**src/rtl/tcm_arb_pkg.sv**
```systemverilog
// rtl/tcm_arb_pkg.sv - shared types and helpers for the TCM arbiter
package tcm_arb_pkg;

  typedef enum logic [1:0] {
    OWN_NONE  = 2'd0,
    OWN_INSTR = 2'd1,
    OWN_DATA  = 2'd2
  } owner_e;

  localparam int WordBytes = 4;

  // 33-bit compare so the window size cannot wrap to zero for large aw
  function automatic logic in_range(input logic [31:0] addr, input logic [31:0] base,
                                    input int aw);
    logic [32:0] span;
    span = 33'(WordBytes) << aw;
    return {1'b0, addr - base} < span;
  endfunction

endpackage

```
**src/rtl/tcm_arb_sel.sv**
```systemverilog
// rtl/tcm_arb_sel.sv - winner select; TCM_ARB_RR_EN selects round-robin instead of data-priority
module tcm_arb_sel #(
  parameter int MaxStall = 4
) (
  input  logic clk_i,
  input  logic rst_ni,
  input  logic instr_req_i,
  input  logic data_req_i,
  output logic instr_win_o,
  output logic data_win_o
);

`ifdef TCM_ARB_RR_EN
  // Starts as "instr won last" so the first contended grant goes to data
  logic last_instr_q, last_instr_d;

  always_comb begin
    instr_win_o  = 1'b0;
    data_win_o   = 1'b0;
    last_instr_d = last_instr_q;
    if (instr_req_i && data_req_i) begin
      instr_win_o  = !last_instr_q;
      data_win_o   = last_instr_q;
      last_instr_d = !last_instr_q;
    end else begin
      instr_win_o = instr_req_i;
      data_win_o  = data_req_i;
    end
  end

  always_ff @(posedge clk_i or negedge rst_ni) begin
    if (!rst_ni) begin
      last_instr_q <= 1'b1;
    end else begin
      last_instr_q <= last_instr_d;
    end
  end
`else
  localparam logic [3:0] StallMax = 4'(MaxStall);

  logic [3:0] stall_q, stall_d;

  always_comb begin
    instr_win_o = 1'b0;
    data_win_o  = 1'b0;
    stall_d     = stall_q;
    if (instr_req_i && data_req_i) begin
      instr_win_o = (stall_q == StallMax);
      data_win_o  = (stall_q != StallMax);
    end else begin
      instr_win_o = instr_req_i;
      data_win_o  = data_req_i;
    end
    if (!instr_req_i || instr_win_o) begin
      stall_d = 4'd0;
    end else if (stall_q != StallMax) begin
      stall_d = stall_q + 4'd1;
    end
  end

  always_ff @(posedge clk_i or negedge rst_ni) begin
    if (!rst_ni) begin
      stall_q <= 4'd0;
    end else begin
      stall_q <= stall_d;
    end
  end
`endif

endmodule

```
**src/rtl/tcm_arbiter.sv**
```systemverilog
// rtl/tcm_arbiter.sv - instr/data arbiter for one single-port TCM (TCM_ARB_RR_EN: round-robin)
module tcm_arbiter
  import tcm_arb_pkg::*;
#(
  parameter int          MemAw    = 10,
  parameter logic [31:0] BaseAddr = 32'h2000_0000,
  parameter int          MaxStall = 4
) (
  input  logic             clk_i,
  input  logic             rst_ni,
  input  logic             instr_req_i,
  output logic             instr_gnt_o,
  input  logic [31:0]      instr_addr_i,
  output logic             instr_rvalid_o,
  output logic [31:0]      instr_rdata_o,
  output logic             instr_err_o,
  input  logic             data_req_i,
  output logic             data_gnt_o,
  input  logic             data_we_i,
  input  logic [3:0]       data_be_i,
  input  logic [31:0]      data_addr_i,
  input  logic [31:0]      data_wdata_i,
  output logic             data_rvalid_o,
  output logic [31:0]      data_rdata_o,
  output logic             data_err_o,
  output logic             mem_en_o,
  output logic [3:0]       mem_we_o,
  output logic [MemAw-1:0] mem_addr_o,
  output logic [31:0]      mem_wdata_o,
  input  logic [31:0]      mem_rdata_i
);

  logic             instr_win, data_win, granted, sel_in_range;
  logic [31:0]      sel_addr, sel_off;
  logic [MemAw-1:0] sel_word;
  logic [MemAw-1:0] mem_addr_q, mem_addr_d;
  logic [31:0]      mem_wdata_q, mem_wdata_d;
  owner_e           owner_q, owner_d;
  logic             err_q, err_d;
  logic             wr_q, wr_d;

  tcm_arb_sel #(
    .MaxStall(MaxStall)
  ) u_sel (
    .clk_i      (clk_i),
    .rst_ni     (rst_ni),
    .instr_req_i(instr_req_i),
    .data_req_i (data_req_i),
    .instr_win_o(instr_win),
    .data_win_o (data_win)
  );

  assign instr_gnt_o = instr_win;
  assign data_gnt_o  = data_win;

  always_comb begin
    granted      = instr_win | data_win;
    sel_addr     = instr_win ? instr_addr_i : data_addr_i;
    sel_off      = sel_addr - BaseAddr;
    sel_word     = MemAw'(sel_off >> 2);
    sel_in_range = in_range(sel_addr, BaseAddr, MemAw);
    mem_en_o     = granted & sel_in_range;
    mem_we_o     = (mem_en_o && data_win && data_we_i) ? data_be_i : 4'b0;
    // Address/wdata only move on a real RAM access to avoid needless toggling
    mem_addr_d   = mem_en_o ? sel_word : mem_addr_q;
    mem_wdata_d  = mem_en_o ? data_wdata_i : mem_wdata_q;
    owner_d      = instr_win ? OWN_INSTR : (data_win ? OWN_DATA : OWN_NONE);
    err_d        = granted & ~sel_in_range;
    wr_d         = data_win & data_we_i;
  end

  assign mem_addr_o  = mem_addr_d;
  assign mem_wdata_o = mem_wdata_d;

  always_ff @(posedge clk_i or negedge rst_ni) begin
    if (!rst_ni) begin
      mem_addr_q  <= '0;
      mem_wdata_q <= '0;
      owner_q     <= OWN_NONE;
      err_q       <= 1'b0;
      wr_q        <= 1'b0;
    end else begin
      mem_addr_q  <= mem_addr_d;
      mem_wdata_q <= mem_wdata_d;
      owner_q     <= owner_d;
      err_q       <= err_d;
      wr_q        <= wr_d;
    end
  end

  always_comb begin
    instr_rvalid_o = (owner_q == OWN_INSTR);
    data_rvalid_o  = (owner_q == OWN_DATA);
    instr_err_o    = instr_rvalid_o & err_q;
    data_err_o     = data_rvalid_o & err_q;
    instr_rdata_o  = (instr_rvalid_o && !err_q) ? mem_rdata_i : 32'h0;
    data_rdata_o   = (data_rvalid_o && !err_q && !wr_q) ? mem_rdata_i : 32'h0;
  end

endmodule

```
**config.mk**
```make
export PLATFORM = sky130hd
export DESIGN_NAME = tcm_arbiter
export DESIGN_NICKNAME = d
export VERILOG_FILES = /design/src/rtl/tcm_arb_pkg.sv /design/src/rtl/tcm_arb_sel.sv /design/src/rtl/tcm_arbiter.sv
export SDC_FILE = /design/constraint.sdc
export NUM_CORES = 1
export LEC_CHECK = 0
export BUFFER_PORTS_ARGS = -buffer_cell sky130_fd_sc_hd__buf_2
export CAP_MARGIN = 0
export CORE_AREA = 2 2 98 100
export CTS_BUF_LIST = sky130_fd_sc_hd__clkbuf_8
export DETAILED_ROUTE_END_ITERATION = 7
export DIE_AREA = 0 0 100 102
export PLACE_DENSITY = 0.8
export SLEW_MARGIN = 20
export SYNTH_ARGS = -nofsm -noshare
export SYNTH_HDL_FRONTEND = slang
export SYNTH_SLANG_ARGS = --single-unit
```
**constraint.sdc**
```tcl
create_clock -name clk_i -period 4.4 [get_ports clk_i]
set_input_delay 0.44 -clock clk_i [delete_from_list [all_inputs] [get_ports clk_i]]
set_output_delay 0.44 -clock clk_i [all_outputs]
set_load 0.01 [all_outputs]
```
Word-level counts from Yosys, hierarchy flattened --
Index checks and enable logic that the tools add are counted.
Cells by class: reductions and logical operators 11, add/subtract/negate cells 2, bitwise gates (word level) 7, $lt $le $gt $ge 1, equality and inequality tests 4, mux-type cells 12
Operator list (number):
- 32-bit two-way mux | 4
- 32-bit by 13-bit less-than comparator with 1-bit output (second input constant) | 1
- 32-bit by 30-bit subtractor with 32-bit output (second input constant) | 1
- 4-bit two-way mux | 3
- 10-bit two-way mux | 1
- 1-bit logical AND | 6
- 1-bit AND | 5
- 4-bit by 1-bit adder with 4-bit output (second input constant) | 1
- 4-bit by 3-bit == test with 1-bit output (second input constant) | 1
- 2-bit two-way mux | 2
- 4-bit by 3-bit inequality test with 1-bit output (second input constant) | 1
- 1-bit logical NOT | 3
- 2-bit by 1-bit == test with 1-bit output (second input constant) | 1
- 2-bit == test (second input constant) | 1
- 1-bit two-way mux | 2
- 2-bit nonzero test | 1
- 1-bit logical OR | 1
- 1-bit inverter | 1
- 1-bit bitwise OR | 1
Word-level totals: word-level logic and storage cells 43, input port bits 137, output and inout port bits 117, register bits after elaboration 50

Depth between registers and ports, before layout --
Gate-level depths: netlist (run 1).
word-level depth 9, gate-level depth with buffers 8, depth with buffers taken out 7

Cells and area by module --
Synthesis (run 1) repeated with hierarchy kept, for this count alone.
Second synthesis, totals: cells, all modules 242, area, all modules 2737.6 µm²
By module, submodules not included:
- tcm_arbiter | times used 1, cells each 221, area each 2527.4 µm², seq. area each 1151.1 µm²
- tcm_arb_sel | times used 1, cells each 21, area each 210.2 µm², seq. area each 100.1 µm²

Worst setup path after synthesis (run 1) --
OpenSTA, ideal clock, no wires.
path kind register to output, start point register u_sel.stall_q[0], end point output port mem_addr_o[0], required time 3960 ps, arrival 1844 ps, cell stages (with the launch flop) 9, path buffers 1, setup slack 2116 ps, cell sequence dfrtp_1 > inv_1 > ha_1 > nand3b_4 > a21oi_4 > nor3_2 > o22ai_2 > buf_6 > mux2_4
Between the ends: word-level cells in the longest chain between the ends 7, elaborated cells between the ends (all ways) 10, those cells by class 1 x add/sub; 1 x order compare; 2 x eq/ne; 4 x mux; 2 x bitwise
RTL lines:
- from (decl) | RTL line tcm_arb_sel.sv:41 | logic [3:0] stall_q, stall_d;
- from (signal assigned) | RTL line tcm_arb_sel.sv:65 | stall_q <= stall_d;
- 4-bit by 3-bit == test with 1-bit output | RTL line tcm_arb_sel.sv:48 | instr_win_o = (stall_q == StallMax);
- 1-bit two-way mux | RTL line tcm_arb_sel.sv:47 | if (instr_req_i && data_req_i) begin
- 32-bit two-way mux | RTL line tcm_arbiter.sv:58 | sel_addr = instr_win ? instr_addr_i : data_addr_i;
- 32-bit by 30-bit subtractor with 32-bit output | RTL line tcm_arb_pkg.sv:17 | return {1'b0, addr - base} < span;
- 32-bit by 13-bit less-than comparator with 1-bit output | RTL line tcm_arb_pkg.sv:17
- 1-bit AND | RTL line tcm_arbiter.sv:62 | mem_en_o = granted & sel_in_range;
- 10-bit two-way mux (*) | RTL line tcm_arbiter.sv:65 | mem_addr_d = mem_en_o ? sel_word : mem_addr_q;
- to (decl) | RTL line tcm_arbiter.sv:28 | output logic [MemAw-1:0] mem_addr_o,
Mark *: on every way between the ends. The rest lies on a longest branch, timed or not.

Worst setup path after layout (run 1) --
start point register u_sel.stall_q[0], end point output port mem_wdata_o[31]
Between the ends: word-level cells in the longest chain between the ends 7, elaborated cells between the ends (all ways) 10, those cells by class 1 x add/sub; 1 x order compare; 2 x eq/ne; 4 x mux; 2 x bitwise
RTL lines:
- 4-bit by 3-bit == test with 1-bit output | RTL line tcm_arb_sel.sv:48
- 1-bit two-way mux | RTL line tcm_arb_sel.sv:47
- 32-bit two-way mux | RTL line tcm_arbiter.sv:58
- 32-bit by 30-bit subtractor with 32-bit output | RTL line tcm_arb_pkg.sv:17
- 32-bit by 13-bit less-than comparator with 1-bit output | RTL line tcm_arb_pkg.sv:17
- 1-bit AND (*) | RTL line tcm_arbiter.sv:62
- 32-bit two-way mux (*) | RTL line tcm_arbiter.sv:66 | mem_wdata_d = mem_en_o ? data_wdata_i : mem_wdata_q;
- to (decl) | RTL line tcm_arbiter.sv:29 | output logic [31:0] mem_wdata_o,
Marked as above.

==> results.rst, run 1 <==
.. list-table::
   :header-rows: 1

   * - Metric
     - Value
   * - Row Count
     - 35
   * - Flop2flop setup slack
     - 2.02 ns
   * - Cell types with the largest area share after synthesis
     - sky130_fd_sc_hd__dfrtp_1, sky130_fd_sc_hd__mux2_4, sky130_fd_sc_hd__and2_1, sky130_fd_sc_hd__mux2_2, sky130_fd_sc_hd__nor4_1
   * - Crit Reg-Reg Startpoint
     - u_sel.stall_q[0]
   * - Power per cell area
     - 204.4 nW/um^2
   * - Total number of nets in the final design
     - between 600 and 700
   * - Post-synth top area share
     - 44.37%
   * - Die Height
     - 102 um
   * - Worst min path class
     - in2async
   * - Via-per-instance ratio
     - 4.507
   * - GRT Util Overall
     - 15.81%
   * - Final period util
     - 71.76%
   * - Mean cell area of the mapped netlist
     - 12.26 um^2
   * - Cell type of the slowest stage on the worst timing path
     - sky130_fd_sc_hd__a21oi_4
   * - Clock slew seen by the registers of the worst setup and hold paths
     - 0.10 ns
   * - Count of distinct cell types in the synthesized netlist
     - 27
   * - Worst slew slack as a fraction of its limit
     - 58.41%
   * - Vias post-DR
     - between 2000 and 3000
   * - Share of total power consumed by net switching
     - 24.83%
   * - Cells traversed along the worst timing path
     - inv_1, ha_1, nand3b_4, a21oi_4, nor3_2, o22ai_4, buf_12, mux2_2, buf_2
   * - First-pass DRT Iterations
     - 4
   * - Launching element type of the critical path
     - flip-flop
   * - Power Total
     - 876.3 uW
   * - Post-synthesis instance total
     - 230
   * - Largest fanout of any net on the critical path
     - 42
   * - Sum of overflow across all layers after global routing
     - 0
   * - Count of instances resized after the clock tree is built
     - 0
   * - Combined flip-flop and latch cell area
     - 1251 um^2
   * - Global-route track usage on met2
     - 30.67%
   * - Unrepaired setup endpoints after global routing
     - no
   * - Clock latency at the later pin of the worst-skew pair
     - ~0.3 ns
   * - Global-route wire length before repair
     - approximately 13 mm
   * - Sum of negative setup slack
     - 0 ns
   * - Total of fill cells in the finished design
     - 840
   * - Internal power of the cells
     - 658.7 uW
   * - Overall die area
     - about 10000 um^2
   * - Achievable clock frequency
     - 0.3167 GHz
   * - Detailed placer's ending HPWL
     - about 7 mm
   * - CTS Buf Count
     - 5
   * - Multi-input gate area
     - around 1500 um^2
   * - Area of the mapped netlist
     - around 2800 um^2
   * - Met3 Usage GRT
     - between 3 and 4%
   * - Share of total power in the clock network
     - about 33%
   * - Net load switching power
     - 217.6 uW
   * - Data required, critical path
     - 3.96 ns
   * - Routed WL
     - 8.498 mm
   * - Synthesized Nets
     - 369
   * - Number of post-CTS setup repair buffers
     - 0
   * - Worst vdd ir
     - 0.1275 mV
   * - Max-cap violations
     - 0
   * - Seq pwr share
     - 52.9%
   * - CTS root buf
     - sky130_fd_sc_hd__clkbuf_8
   * - Synthesis-to-finish area growth
     - 52.00%
   * - Hold-fix buffer count after cts
     - 0
   * - Final worst clock skew
     - between 0.01 and 0.015 ns
   * - Run status
     - finished clean
   * - Max Buffers Root-to-Sink
     - 2
   * - Leak pwr
     - 2.683 nW
   * - Portion of the post-synthesis area used by sequential elements
     - 44.37%
   * - Max-slew violation count
     - 0
   * - Count of H-tree levels built during CTS
     - 2
   * - Measured slew at the worst slew-check pin
     - 0.6239 ns
   * - Routing usage on met1
     - 16.93%
   * - Core outline area
     - 9109 um^2
   * - Remaining routing DRC violations
     - 0
   * - Routed length per placed instance
     - around 14 um
   * - Reg-to-reg endpoint
     - mem_wdata_q[31]
   * - Most crowded layer after global routing
     - met2
   * - Number of setup violations in the final report
     - 0
   * - Critical Path AT
     - between 2 and 3 ns
   * - Initial Util
     - 30.96%
   * - Initial antenna violation count
     - 3
   * - Via count of the first global-routing pass
     - 2546
   * - CP Capture Type
     - output port
   * - Number of warnings reported in the yosys synthesis log
     - 0
   * - Path type of the worst setup path
     - reg2out
   * - Stage delay of the slowest cell on the critical path
     - 0.45 ns
   * - RD Place Congestion
     - 0.7139
   * - Post-synthesis register bit count
     - 50
   * - Die width
     - roughly 100 um
   * - DR iter-0 viols
     - 90
   * - Cell depth of the worst flop-to-flop path
     - 8
   * - Final hold viol count
     - 0
   * - Fraction of layout instances using a drive strength above 1
     - around two thirds
   * - Number of placed I/O pins
     - around 250
   * - TritonCTS clock tree
     - yes
   * - Num Clock Sinks
     - 50
   * - Synth area leader
     - sky130_fd_sc_hd__dfrtp_1
   * - Time the final worst path needs with I/O delays and setup
     - 3.157 ns
   * - I/O Buffers
     - 249
   * - Combinational fraction of design power
     - 14.0%
   * - Number of nets with antenna violations after routing
     - 0
   * - Pin count of the biggest net entering global routing
     - 51
## final cells by class
| class | instances | area share (%) |
|---|---|---|
| clock inverters | 2 | 0.3795 |
| inverters | 4 | 0.3503 |
| multi-input cells | 165 | 34.85 |
| repair buffers | 252 | 29.95 |
| flip-flops and latches | 50 | 29.19 |
| diodes | 2 | 0.1168 |
| well taps | 111 | 3.240 |
| clock buffers | 6 | 1.926 |
## critical path: cells and delay by family, from the launching register on
family / cells / cell delay, ns
AOI/OAI and AO/OA: 2 / 0.62
adders and majority gates: 1 / 0.19
buffers and inverters: 3 / 0.50
DFF: 1 / 0.42
muxes: 1 / 0.39
and+or+nand+nor: 2 / 0.25
## cells in the mapped netlist, drive strengths merged
library cell,instances
nor2,8
nand3b,1
nand3,4
clkbuf,6
inv,4
and3,4
and2,67
nand2,2
nor2b,3
ha,2
nor4,8
a21oi,2
dfrtp,50
xor2,1
mux2,52
nor3,3
o21a,2
o22ai,1
xnor2,1
nor4b,2
buf,5
nor3b,2
## cell families (layout without fill, tap and decap cells)
| family | Yosys count | count (layout) | share of synthesized area (%) |
|---|---|---|---|
| AOI/OAI and AO/OA | 5 | 5 | 1.730 |
| xor gates and xnor gates | 2 | 2 | 0.6212 |
| adders and majority gates | 2 | 2 | 0.8872 |
| buffers and inverters | 15 | 264 | 3.105 |
| DFF | 50 | 50 | 44.37 |
| muxes | 52 | 52 | 26.09 |
| other | 0 | 2 | 0 |
| and+or+nand+nor | 104 | 104 | 23.20 |
## how the worst max path moves through the flow
| stage | cells past startpoint | to | slack (ns) | start |
|---|---|---|---|---|
| floorplan | 8 | mem_addr_o[0] | 2.12 | u_sel.stall_q[0] |
| global placement | 9 | mem_wdata_o[31] | 1.60 | u_sel.stall_q[0] |
| detailed placement | 9 | mem_addr_o[9] | 1.53 | u_sel.stall_q[0] |
| CTS | 9 | mem_addr_o[9] | 1.19 | u_sel.stall_q[0] |
| global route | 9 | mem_addr_o[9] | 1.04 | u_sel.stall_q[0] |
| finish | 9 | mem_wdata_o[31] | 1.24 | u_sel.stall_q[0] |
## layer usage
layer	wire length, um	share of wire, %
met1	3039	36
met2	4560	54
met3	707	8.3
met4	177	2.1
met5	13	0.15
## cell usage in the layout, fill, tap and decap left out
cell and n:
sky130_fd_sc_hd__a21oi_1 1, sky130_fd_sc_hd__a21oi_4 1, sky130_fd_sc_hd__and2_1 67, sky130_fd_sc_hd__and3_1 4, sky130_fd_sc_hd__buf_12 1, sky130_fd_sc_hd__buf_2 248, sky130_fd_sc_hd__buf_4 3, sky130_fd_sc_hd__clkbuf_8 6
sky130_fd_sc_hd__clkinvlp_4 1, sky130_fd_sc_hd__dfrtp_1 50, sky130_fd_sc_hd__diode_2 2, sky130_fd_sc_hd__ha_1 2, sky130_fd_sc_hd__inv_1 4, sky130_fd_sc_hd__inv_6 1, sky130_fd_sc_hd__mux2_2 12, sky130_fd_sc_hd__mux2_4 40
sky130_fd_sc_hd__nand2_1 2, sky130_fd_sc_hd__nand3_1 4, sky130_fd_sc_hd__nand3b_4 1, sky130_fd_sc_hd__nor2_1 8, sky130_fd_sc_hd__nor2b_1 3, sky130_fd_sc_hd__nor3_1 2, sky130_fd_sc_hd__nor3_2 1, sky130_fd_sc_hd__nor3b_2 1
sky130_fd_sc_hd__nor3b_4 1, sky130_fd_sc_hd__nor4_1 8, sky130_fd_sc_hd__nor4b_1 2, sky130_fd_sc_hd__o21a_1 2, sky130_fd_sc_hd__o22ai_4 1, sky130_fd_sc_hd__xnor2_1 1, sky130_fd_sc_hd__xor2_1 1
## power by group through the flow
stage                     clock network [mW]  registers [mW]  logic, mW
after floorplan                            0           0.472     0.0366
after global placement                     0           0.473      0.120
after detailed placement                   0           0.473      0.124
after CTS                              0.300           0.464      0.124
after global routing                   0.319           0.464      0.136
final                                  0.290           0.464      0.123
## metrics by stage
stage | hold WS, ns | area (um^2) | setup slack, ns | util, % | std cells
final | 0.1326 | 4287 | 1.243 | 47.06 | 592
after global routing | 0.1876 | 4287 | 1.040 | 47.06 | 592
after CTS | 0.3563 | 4279 | 1.187 | 46.98 | 590
after detailed placement | 0.4741 | 4180 | 1.529 | 45.89 | 582
after global placement | 0.4670 | 4180 | 1.604 | 45.89 | 582
after floorplan | 0.1444 | 2820 | 2.116 | - | 230
## registers in the layout, indices dropped and copies added (netlist names)
name,flops
wr_q,1
mem_addr_q,10
owner_q,2
err_q,1
u_sel.stall_q,4
mem_wdata_q,32
No activity file was read; power rests on OpenSTA's default activity.
==> inputs of run 2 (changes only) <==
--- a/config.mk
+++ b/config.mk
@@ -5,13 +5,14 @@
 export SDC_FILE = /design/constraint.sdc
 export NUM_CORES = 1
 export LEC_CHECK = 0
+export ABC_AREA = 1
 export BUFFER_PORTS_ARGS = -buffer_cell sky130_fd_sc_hd__buf_2
 export CAP_MARGIN = 0
 export CORE_AREA = 2 2 98 100
 export CTS_BUF_LIST = sky130_fd_sc_hd__clkbuf_8
 export DETAILED_ROUTE_END_ITERATION = 7
 export DIE_AREA = 0 0 100 102
-export PLACE_DENSITY = 0.8
+export PLACE_DENSITY = 0.82
 export SLEW_MARGIN = 20
 export SYNTH_ARGS = -nofsm -noshare
 export SYNTH_HDL_FRONTEND = slang
==> constraint.sdc (replaced) <==
create_clock -name clk_i -period 2.8 [get_ports clk_i]
set_input_delay 0.28 -clock clk_i [delete_from_list [all_inputs] [get_ports clk_i]]
set_output_delay 0.28 -clock clk_i [all_outputs]
set_load 0.01 [all_outputs]
==> run 2 against run 1 <==
Effect of this change:
- non-clock buffer count rose by 8
- count of clock-buffer cells in the layout shrank 1
- sequential share of layout area increased by 0.21 points
- synthesized area shrank 2.0%
- flip-flop and latch count unchanged
- die area did not move
- power up 69%
- first-iteration DRC count is 8.9% higher
==> results.rst, run 2 <==
.. list-table::
   :header-rows: 1

   * - Metric
     - Value
   * - Worst vdd ir
     - 0.2246 mV (+76%)
   * - Overall die area
     - 10200 um^2 (unchanged)
   * - Total number of nets in the final design
     - 795 (+29%)
   * - Global-route wire length before repair
     - 14.17 mm (+13%)
   * - Diodes inserted
     - 0 (-2)
   * - Number of placed I/O pins
     - 254 (unchanged)
   * - Num Clock Sinks
     - 50 (unchanged)
   * - Leak pwr
     - 2.930 nW (+9.2%)
   * - Count of flip-flops with a built-in enable after synthesis
     - 0 (unchanged)
   * - RD Place Congestion
     - 0.7450 (+4.4%)
   * - Max Buffers Root-to-Sink
     - 2 (unchanged)
   * - Routed WL
     - 9.017 mm (+6.1%)
   * - Area of the mapped netlist
     - 2763 um^2 (-2.0%)
   * - Synthesized Nets
     - 548 (+49%)
   * - Synth area leader
     - sky130_fd_sc_hd__dfrtp_1
   * - CTS Buf Count
     - 5 (unchanged)
   * - CP Capture Type
     - output port
   * - Max-slew violation count
     - 0 (unchanged)
   * - Initial Util
     - 30.33% (-0.63 points)
   * - Die width
     - 100 um (unchanged)
   * - Data required, critical path
     - 2.52 ns (-1.44 ns)
   * - TritonCTS clock tree
     - yes
   * - CTS root buf
     - sky130_fd_sc_hd__clkbuf_8
   * - Clock latency at the later pin of the worst-skew pair
     - 0.30 ns (about the same)
   * - Remaining routing DRC violations
     - 0 (unchanged)
   * - Crit Reg-Reg Startpoint
     - u_sel.stall_q[0]
   * - Critical Path AT
     - 2.27 ns (-0.45 ns)
   * - Reg-to-reg endpoint
     - mem_addr_q[6]
   * - Number of warnings reported in the yosys synthesis log
     - 0 (unchanged)
   * - Leading cell types by count after synthesis
     - sky130_fd_sc_hd__nand2_1, sky130_fd_sc_hd__nor2_1, sky130_fd_sc_hd__dfrtp_1, sky130_fd_sc_hd__inv_1, sky130_fd_sc_hd__nand3_1
   * - Power Total
     - 1.482 mW (+69%)
   * - Sum of negative setup slack
     - 0 ns (unchanged)
   * - Detailed placer's ending HPWL
     - 7.162 mm (+2.0%)
   * - Measured slew at the worst slew-check pin
     - 0.8624 ns (+0.2385 ns)
   * - Die Height
     - 102 um (unchanged)
   * - Cell depth of the worst flop-to-flop path
     - 11 (+3)
   * - Run status
     - finished clean
   * - Achievable clock frequency
     - 0.3922 GHz
   * - Power per cell area
     - 348.3 nW/um^2 (+70%)
   * - Biggest register
     - mem_wdata_q
   * - Max-cap violations
     - 0 (unchanged)
   * - Share of flip-flops with an asynchronous set or reset
     - 100.0% (unchanged)
   * - Mean cell area of the mapped netlist
     - 6.755 um^2 (-45%)
   * - Count of distinct cell types in the synthesized netlist
     - 21 (-22%)
   * - GRT Util Overall
     - 17.31% (+1.5 points)
   * - Count of H-tree levels built during CTS
     - 2 (unchanged)
   * - Sum of overflow across all layers after global routing
     - 0 (unchanged)
   * - Number of setup violations in the final report
     - 0 (unchanged)
   * - Path type of the worst setup path
     - reg2out
   * - Clock slew seen by the registers of the worst setup and hold paths
     - 0.10 ns (about the same)
   * - Worst slew slack as a fraction of its limit
     - 42.51% (-16 points)
   * - Largest fanout of any net on the critical path
     - 8 (-81%)
   * - Final period util
     - approximately nine tenths
   * - Pin count of the biggest net entering global routing
     - 44 (-14%)
   * - Routed length per placed instance
     - 11.74 um (-18%)
   * - I/O Buffers
     - 249 (unchanged)
   * - Final hold viol count
     - 0 (unchanged)
   * - Portion of the post-synthesis area used by sequential elements
     - 45.29% (+0.92 points)
   * - Row Count
     - 35 (unchanged)
   * - Placed standard-cell area
     - 4093 um^2 (-2.1%)
   * - Post-synth top area share
     - 45.29% (+0.92 points)
   * - Launching element type of the critical path
     - flip-flop
   * - Synthesis-to-finish area growth
     - 54.03%
   * - Max reg flops
     - 32 (unchanged)
   * - Most common library cell in the layout ignoring fill and taps
     - sky130_fd_sc_hd__buf_2
   * - Via count of the first global-routing pass
     - 3124 (+23%)
   * - Core outline area
     - 9109 um^2 (unchanged)
   * - Highest-count cells in the layout ignoring fill and taps
     - sky130_fd_sc_hd__buf_2, sky130_fd_sc_hd__nand2_1, sky130_fd_sc_hd__nor2_1, sky130_fd_sc_hd__dfrtp_1, sky130_fd_sc_hd__inv_1
   * - Most instantiated library cell after synthesis
     - sky130_fd_sc_hd__nand2_1
   * - Main flop type after synthesis
     - sky130_fd_sc_hd__dfrtp_1
   * - Via-per-instance ratio
     - 4.326 (-4.0%)
   * - Fraction of layout instances using a drive strength above 1
     - 41.55% (-25 points)
   * - Number of nets with antenna violations after routing
     - 0 (unchanged)
   * - Top Registers
     - mem_wdata_q: 32 flops, mem_addr_q: 10 flops, u_sel.stall_q: 4 flops
   * - Flop2flop setup slack
     - 0.93 ns (-1.09 ns)
   * - First-pass DRT Iterations
     - 4 (unchanged)
   * - Vias post-DR
     - 3322 (+25%)
   * - Tightest hold margin
     - 0.07920 ns (-0.05343 ns)
   * - Initial antenna violation count
     - 0 (-3)
   * - Total of fill cells in the finished design
     - 972 (+16%)
   * - Start point of the critical path
     - u_sel.stall_q[0]
   * - DR iter-0 viols
     - 98 (+8.9%)
   * - Time the final worst path needs with I/O delays and setup
     - between 2 and 3 ns
   * - Final standard cell area without fillers
     - 4255 um^2 (-0.73%)
   * - Final worst clock skew
     - 0.01075 ns (+0.0006045 ns)
   * - Post-synthesis instance total
     - 409 (+78%)
   * - Worst min path class
     - in2async
   * - Cell types with the largest area share after synthesis
     - sky130_fd_sc_hd__dfrtp_1, sky130_fd_sc_hd__nand2_1, sky130_fd_sc_hd__nor2_1, sky130_fd_sc_hd__nand3_1, sky130_fd_sc_hd__inv_1
   * - Post-synthesis register bit count
     - 50 (unchanged)
   * - Unrepaired setup endpoints after global routing
     - no
==> run 2: cell count changes in the layout (fill, tap and decap cells not counted), sizes merged, moves of 3 or more <==
cell   change
mux2      -52
nor2      +93
nor4       -8
and2      -65
inv       +44
nand2    +131
buf        +8
nor2b      -3
nand3     +41
and3       -4
==> run 2: area by class of cell <==
cell class | count | area (um^2) | area share, %
repair buffers | 260 | 1345 | 31.61
flip-flops and latches | 50 | 1251 | 29.40
multi-input cells | 290 | 1219 | 28.64
inverters | 49 | 183.9 | 4.322
well taps | 111 | 138.9 | 3.264
clock buffers | 5 | 68.82 | 1.617
clock inverters | 3 | 48.80 | 1.147
==> run 2: where the power goes <==
part	total [mW]	switching [mW]	internal (mW)
Combinational	0.226	0.121	0.105
Sequential	0.729	0.00304	0.726
Clock	0.527	0.255	0.272
Total	1.48	0.379	1.10
==> run 2: worst max-delay path, cell delays in order (launching register included) <==
cell and delay, ns:
sky130_fd_sc_hd__dfrtp_1 0.40, sky130_fd_sc_hd__inv_1 0.06, sky130_fd_sc_hd__ha_1 0.18, sky130_fd_sc_hd__nand3_1 0.12, sky130_fd_sc_hd__nand2_2 0.13, sky130_fd_sc_hd__nand2_1 0.13, sky130_fd_sc_hd__nand4_1 0.15, sky130_fd_sc_hd__nand2_4 0.14
sky130_fd_sc_hd__buf_4 0.17, sky130_fd_sc_hd__nand3_1 0.19, sky130_fd_sc_hd__nor2_1 0.17, sky130_fd_sc_hd__buf_2 0.15
==> run 2: repair_timing <==
item                                    4_1_cts  5_1_grt
gates resized for setup                       0        3
endpoints found under the setup margin        0       46
hold endpoints to repair                      0        0
buffers inserted                              0        2
hold buffers                                  0        0
==> run 2: per-layer routing <==
metal  part of all wire [%]  GRT usage [%]
met2                     53          34.36
met1                     38          18.58
met5                      0              0
met4                    1.4          4.004
met3                    7.7          3.967
==> run 2: per-stage QoR <==
stage	std cells	worst slack (ns)	util, %
final	768	0.2500	46.72
after global placement	758	0.4911	44.93
after global routing	768	0.02123	46.72
after detailed placement	758	0.4557	44.93
after floorplan	409	1.018	-
after CTS	766	0.1042	46.22
==> run 2: logic make-up after synthesis <==
logic type	synth area share, %
flops	45.29
simple gates	41.49
buf+inv	11.10
fa+ha+maj	0.9057
xor+xnor	0.6342
compound gates	0.5889
==> run 2: how the worst max path moves through the flow <==
stage	endpoint	depth (start not counted)
finish	mem_we_o[1]	11
global placement	mem_we_o[1]	11
CTS	mem_wdata_o[5]	11
global route	mem_we_o[1]	11
floorplan	mem_addr_o[1]	11
detailed placement	mem_wdata_o[29]	11
==> inputs of run 3 (changes only) <==
==> constraint.sdc (replaced) <==
create_clock -name clk_i -period 2.8 [get_ports clk_i]
set_input_delay 0.28 -clock clk_i [delete_from_list [all_inputs] [get_ports clk_i]]
set_output_delay 0.28 -clock clk_i [all_outputs]
set_load 0.05 [all_outputs]
==> run 3 against run 2 <==
Effect of this change:
- cell area up 0.94%
- worst hold slack worse by 0.0073 ns
- via count down 0.96%
- routed wire length down 1.7%
- clock skew up 0.0019 ns
- power up 4.8%
- utilization up 0.44 points
- combinational power up 28%
- critical path type unchanged
==> results.rst, run 3 (synthesis results as in run 2) <==
.. list-table::
   :header-rows: 1

   * - Metric
     - Value
   * - Run status
     - finished clean
   * - Highest-count cells in the layout ignoring fill and taps
     - sky130_fd_sc_hd__buf_2, sky130_fd_sc_hd__nand2_1, sky130_fd_sc_hd__nor2_1, sky130_fd_sc_hd__dfrtp_1, sky130_fd_sc_hd__inv_1
   * - Initial antenna violation count
     - 0 (unchanged)
   * - Vias post-DR
     - 3290 (-0.96%)
   * - Final hold viol count
     - 0 (unchanged)
   * - Pin count of the biggest net entering global routing
     - 44 (unchanged)
   * - Max-slew violation count
     - 0 (unchanged)
   * - Core outline area
     - 9109 um^2 (unchanged)
   * - Total of fill cells in the finished design
     - 944 (-2.9%)
   * - Met1 layer wirelength in the final routing
     - 3.480 mm (+2.2%)
   * - Worst slew slack as a fraction of its limit
     - 44.77% (+2.3 points)
   * - Data required, critical path
     - 2.52 ns (about the same)
   * - CTS Buf Count
     - 5 (unchanged)
   * - Max-cap violations
     - 0 (unchanged)
   * - CTS root buf
     - sky130_fd_sc_hd__clkbuf_8
   * - Final standard cell area without fillers
     - 4295 um^2 (+0.94%)
   * - Worst min path class
     - in2async
   * - RD Place Congestion
     - 0.7142 (-4.1%)
   * - I/O Buffers
     - 249 (unchanged)
   * - Remaining routing DRC violations
     - 0 (unchanged)
   * - Most common library cell in the layout ignoring fill and taps
     - sky130_fd_sc_hd__buf_2
   * - DR iter-0 viols
     - 88 (-10%)
   * - Synthesis-to-finish area growth
     - 55.48%
   * - Power Total
     - 1.554 mW (+4.8%)
   * - Die width
     - 100 um (unchanged)
   * - Dpl cells
     - 759 (+0.13%)
   * - Met2 Wirelength
     - 4.543 mm (-5.1%)
   * - Overall die area
     - 10200 um^2 (unchanged)
   * - CP Capture Type
     - output port
   * - Start point of the critical path
     - u_sel.stall_q[0]
   * - Launching element type of the critical path
     - flip-flop
   * - Diodes inserted
     - 0 (unchanged)
   * - Initial Util
     - 30.33% (unchanged)
   * - Sum of overflow across all layers after global routing
     - 0 (unchanged)
   * - Top Registers
     - mem_wdata_q: 32 flops, mem_addr_q: 10 flops, u_sel.stall_q: 4 flops
   * - Largest fanout of any net on the critical path
     - 12 (+4)
   * - Max Buffers Root-to-Sink
     - 2 (unchanged)
   * - Number of placed I/O pins
     - 254 (unchanged)
   * - Row Count
     - 35 (unchanged)
   * - Achievable clock frequency
     - 0.3862 GHz (-1.5%)
   * - Measured slew at the worst slew-check pin
     - 0.8284 ns (-0.03398 ns)
   * - Max reg flops
     - 32 (unchanged)
   * - Fraction of layout instances using a drive strength above 1
     - 42.01% (+0.46 points)
   * - Num Clock Sinks
     - 50 (unchanged)
   * - Hold-fix buffer count after cts
     - 0 (unchanged)
   * - Global-route wire length before repair
     - 13.91 mm (-1.8%)
   * - Total number of nets in the final design
     - 795 (unchanged)
   * - Path type of the worst setup path
     - reg2out
   * - Final worst clock skew
     - 0.01269 ns (+0.001940 ns)
   * - TritonCTS clock tree
     - yes
   * - Worst vdd ir
     - 0.2074 mV (-7.7%)
   * - GRT Util Overall
     - 16.89% (-0.42 points)
   * - Final cell count without fillers
     - 768 (unchanged)
   * - Routed WL
     - 8.864 mm (-1.7%)
   * - Count of H-tree levels built during CTS
     - 2 (unchanged)
   * - Power per cell area
     - 361.8 nW/um^2 (+3.9%)
   * - Sum of negative setup slack
     - 0 ns (unchanged)
   * - Final period util
     - 92.47% (+1.4 points)
   * - Via-per-instance ratio
     - 4.284 (-0.96%)
   * - Total length of routed met3 wires
     - 713 um (+2.1%)
   * - Placed standard-cell area
     - 4100 um^2 (+0.18%)
   * - Unrepaired setup endpoints after global routing
     - no
   * - Leak pwr
     - 2.925 nW (-0.17%)
   * - Biggest register
     - mem_wdata_q
   * - Routed length per placed instance
     - 11.54 um (-1.7%)
   * - Time the final worst path needs with I/O delays and setup
     - 2.589 ns (+0.03911 ns)
   * - First-pass DRT Iterations
     - 4 (unchanged)
   * - Number of setup violations in the final report
     - 0 (unchanged)
   * - Crit Reg-Reg Startpoint
     - u_sel.stall_q[0]
   * - Setup slack after layout
     - 0.2109 ns (-0.03911 ns)
   * - Post-place setup slack
     - 0.3311 ns (-0.1246 ns)
   * - Die Height
     - 102 um (unchanged)
   * - Number of nets with antenna violations after routing
     - 0 (unchanged)
   * - DR top layer
     - met4
   * - Detailed placer's ending HPWL
     - 7.143 mm (-0.27%)
   * - Clock latency at the later pin of the worst-skew pair
     - 0.30 ns (about the same)
   * - Via count of the first global-routing pass
     - 3069 (-1.8%)
   * - Clock slew seen by the registers of the worst setup and hold paths
     - 0.09 ns (about the same)
   * - Critical Path AT
     - 2.31 ns (+0.04 ns)
==> run 3: metrics by stage <==
| step | utilization [%] | hold WS [ns] |
|---|---|---|
| finish | 47.16 | 0.07187 |
| global route | 47.16 | 0.1287 |
| global placement | 45.01 | 0.4381 |
| detailed placement | 45.01 | 0.4325 |
| CTS | 46.35 | 0.09004 |
| floorplan | - | -0.01559 |
==> run 3: worst max-delay path: stages (launching register included) <==
cell	delay (ns)
sky130_fd_sc_hd__dfrtp_1	0.40
sky130_fd_sc_hd__inv_1	0.06
sky130_fd_sc_hd__ha_1	0.18
sky130_fd_sc_hd__nand3_1	0.12
sky130_fd_sc_hd__nand2_2	0.14
sky130_fd_sc_hd__nand2_2	0.11
sky130_fd_sc_hd__nand4_1	0.15
sky130_fd_sc_hd__nand2_4	0.17
sky130_fd_sc_hd__buf_4	0.22
sky130_fd_sc_hd__nand3_1	0.08
sky130_fd_sc_hd__nand2_1	0.10
sky130_fd_sc_hd__buf_2	0.28
==> run 3: path summary, 6_finish.rpt <==
path / cells past startpoint / endpoint / slack [ns]
max: 11 / mem_wdata_o[28] / 0.21
min: 1 / mem_wdata_q[11] / 0.07
max reg2reg: 10 / mem_wdata_q[17] / 0.94
min reg2reg: 2 / mem_addr_q[6] / 0.47
max in group asynchronous: 2 / owner_q[1] / 2.10
min in group clk_i: 3 / mem_wdata_q[16] / 0.22
==> run 3: area by class of cell <==
| cell class | count | area (um^2) | area share, % |
|---|---|---|---|
| sequential | 50 | 1251 | 29.13 |
| multi-input combinational | 290 | 1229 | 28.60 |
| clock buffer | 6 | 82.58 | 1.923 |
| clock inverter | 2 | 38.79 | 0.9030 |
| inverter | 49 | 183.9 | 4.282 |
| timing repair buffer | 260 | 1371 | 31.93 |
| tap | 111 | 138.9 | 3.233 |
==> run 3: power by group <==
group / total, mW / internal, mW / switching, mW / leakage (nW)
clock: 0.535 / 0.294 / 0.241 / 0.0618
sequential: 0.729 / 0.726 / 0.00307 / 0.690
combinational: 0.290 / 0.106 / 0.184 / 2.17
==> run 3: layer usage <==
layer	track usage, %	vias up
li1	-	1713
met1	18.75	1411
met2	32.48	156
met3	3.967	10
met4	4.320	0
met5	0	-
==> run 3: what timing repair did <==
action,CTS,global route
buffers inserted,0,1
gates resized for setup,0,25
endpoints found under the setup margin,0,47
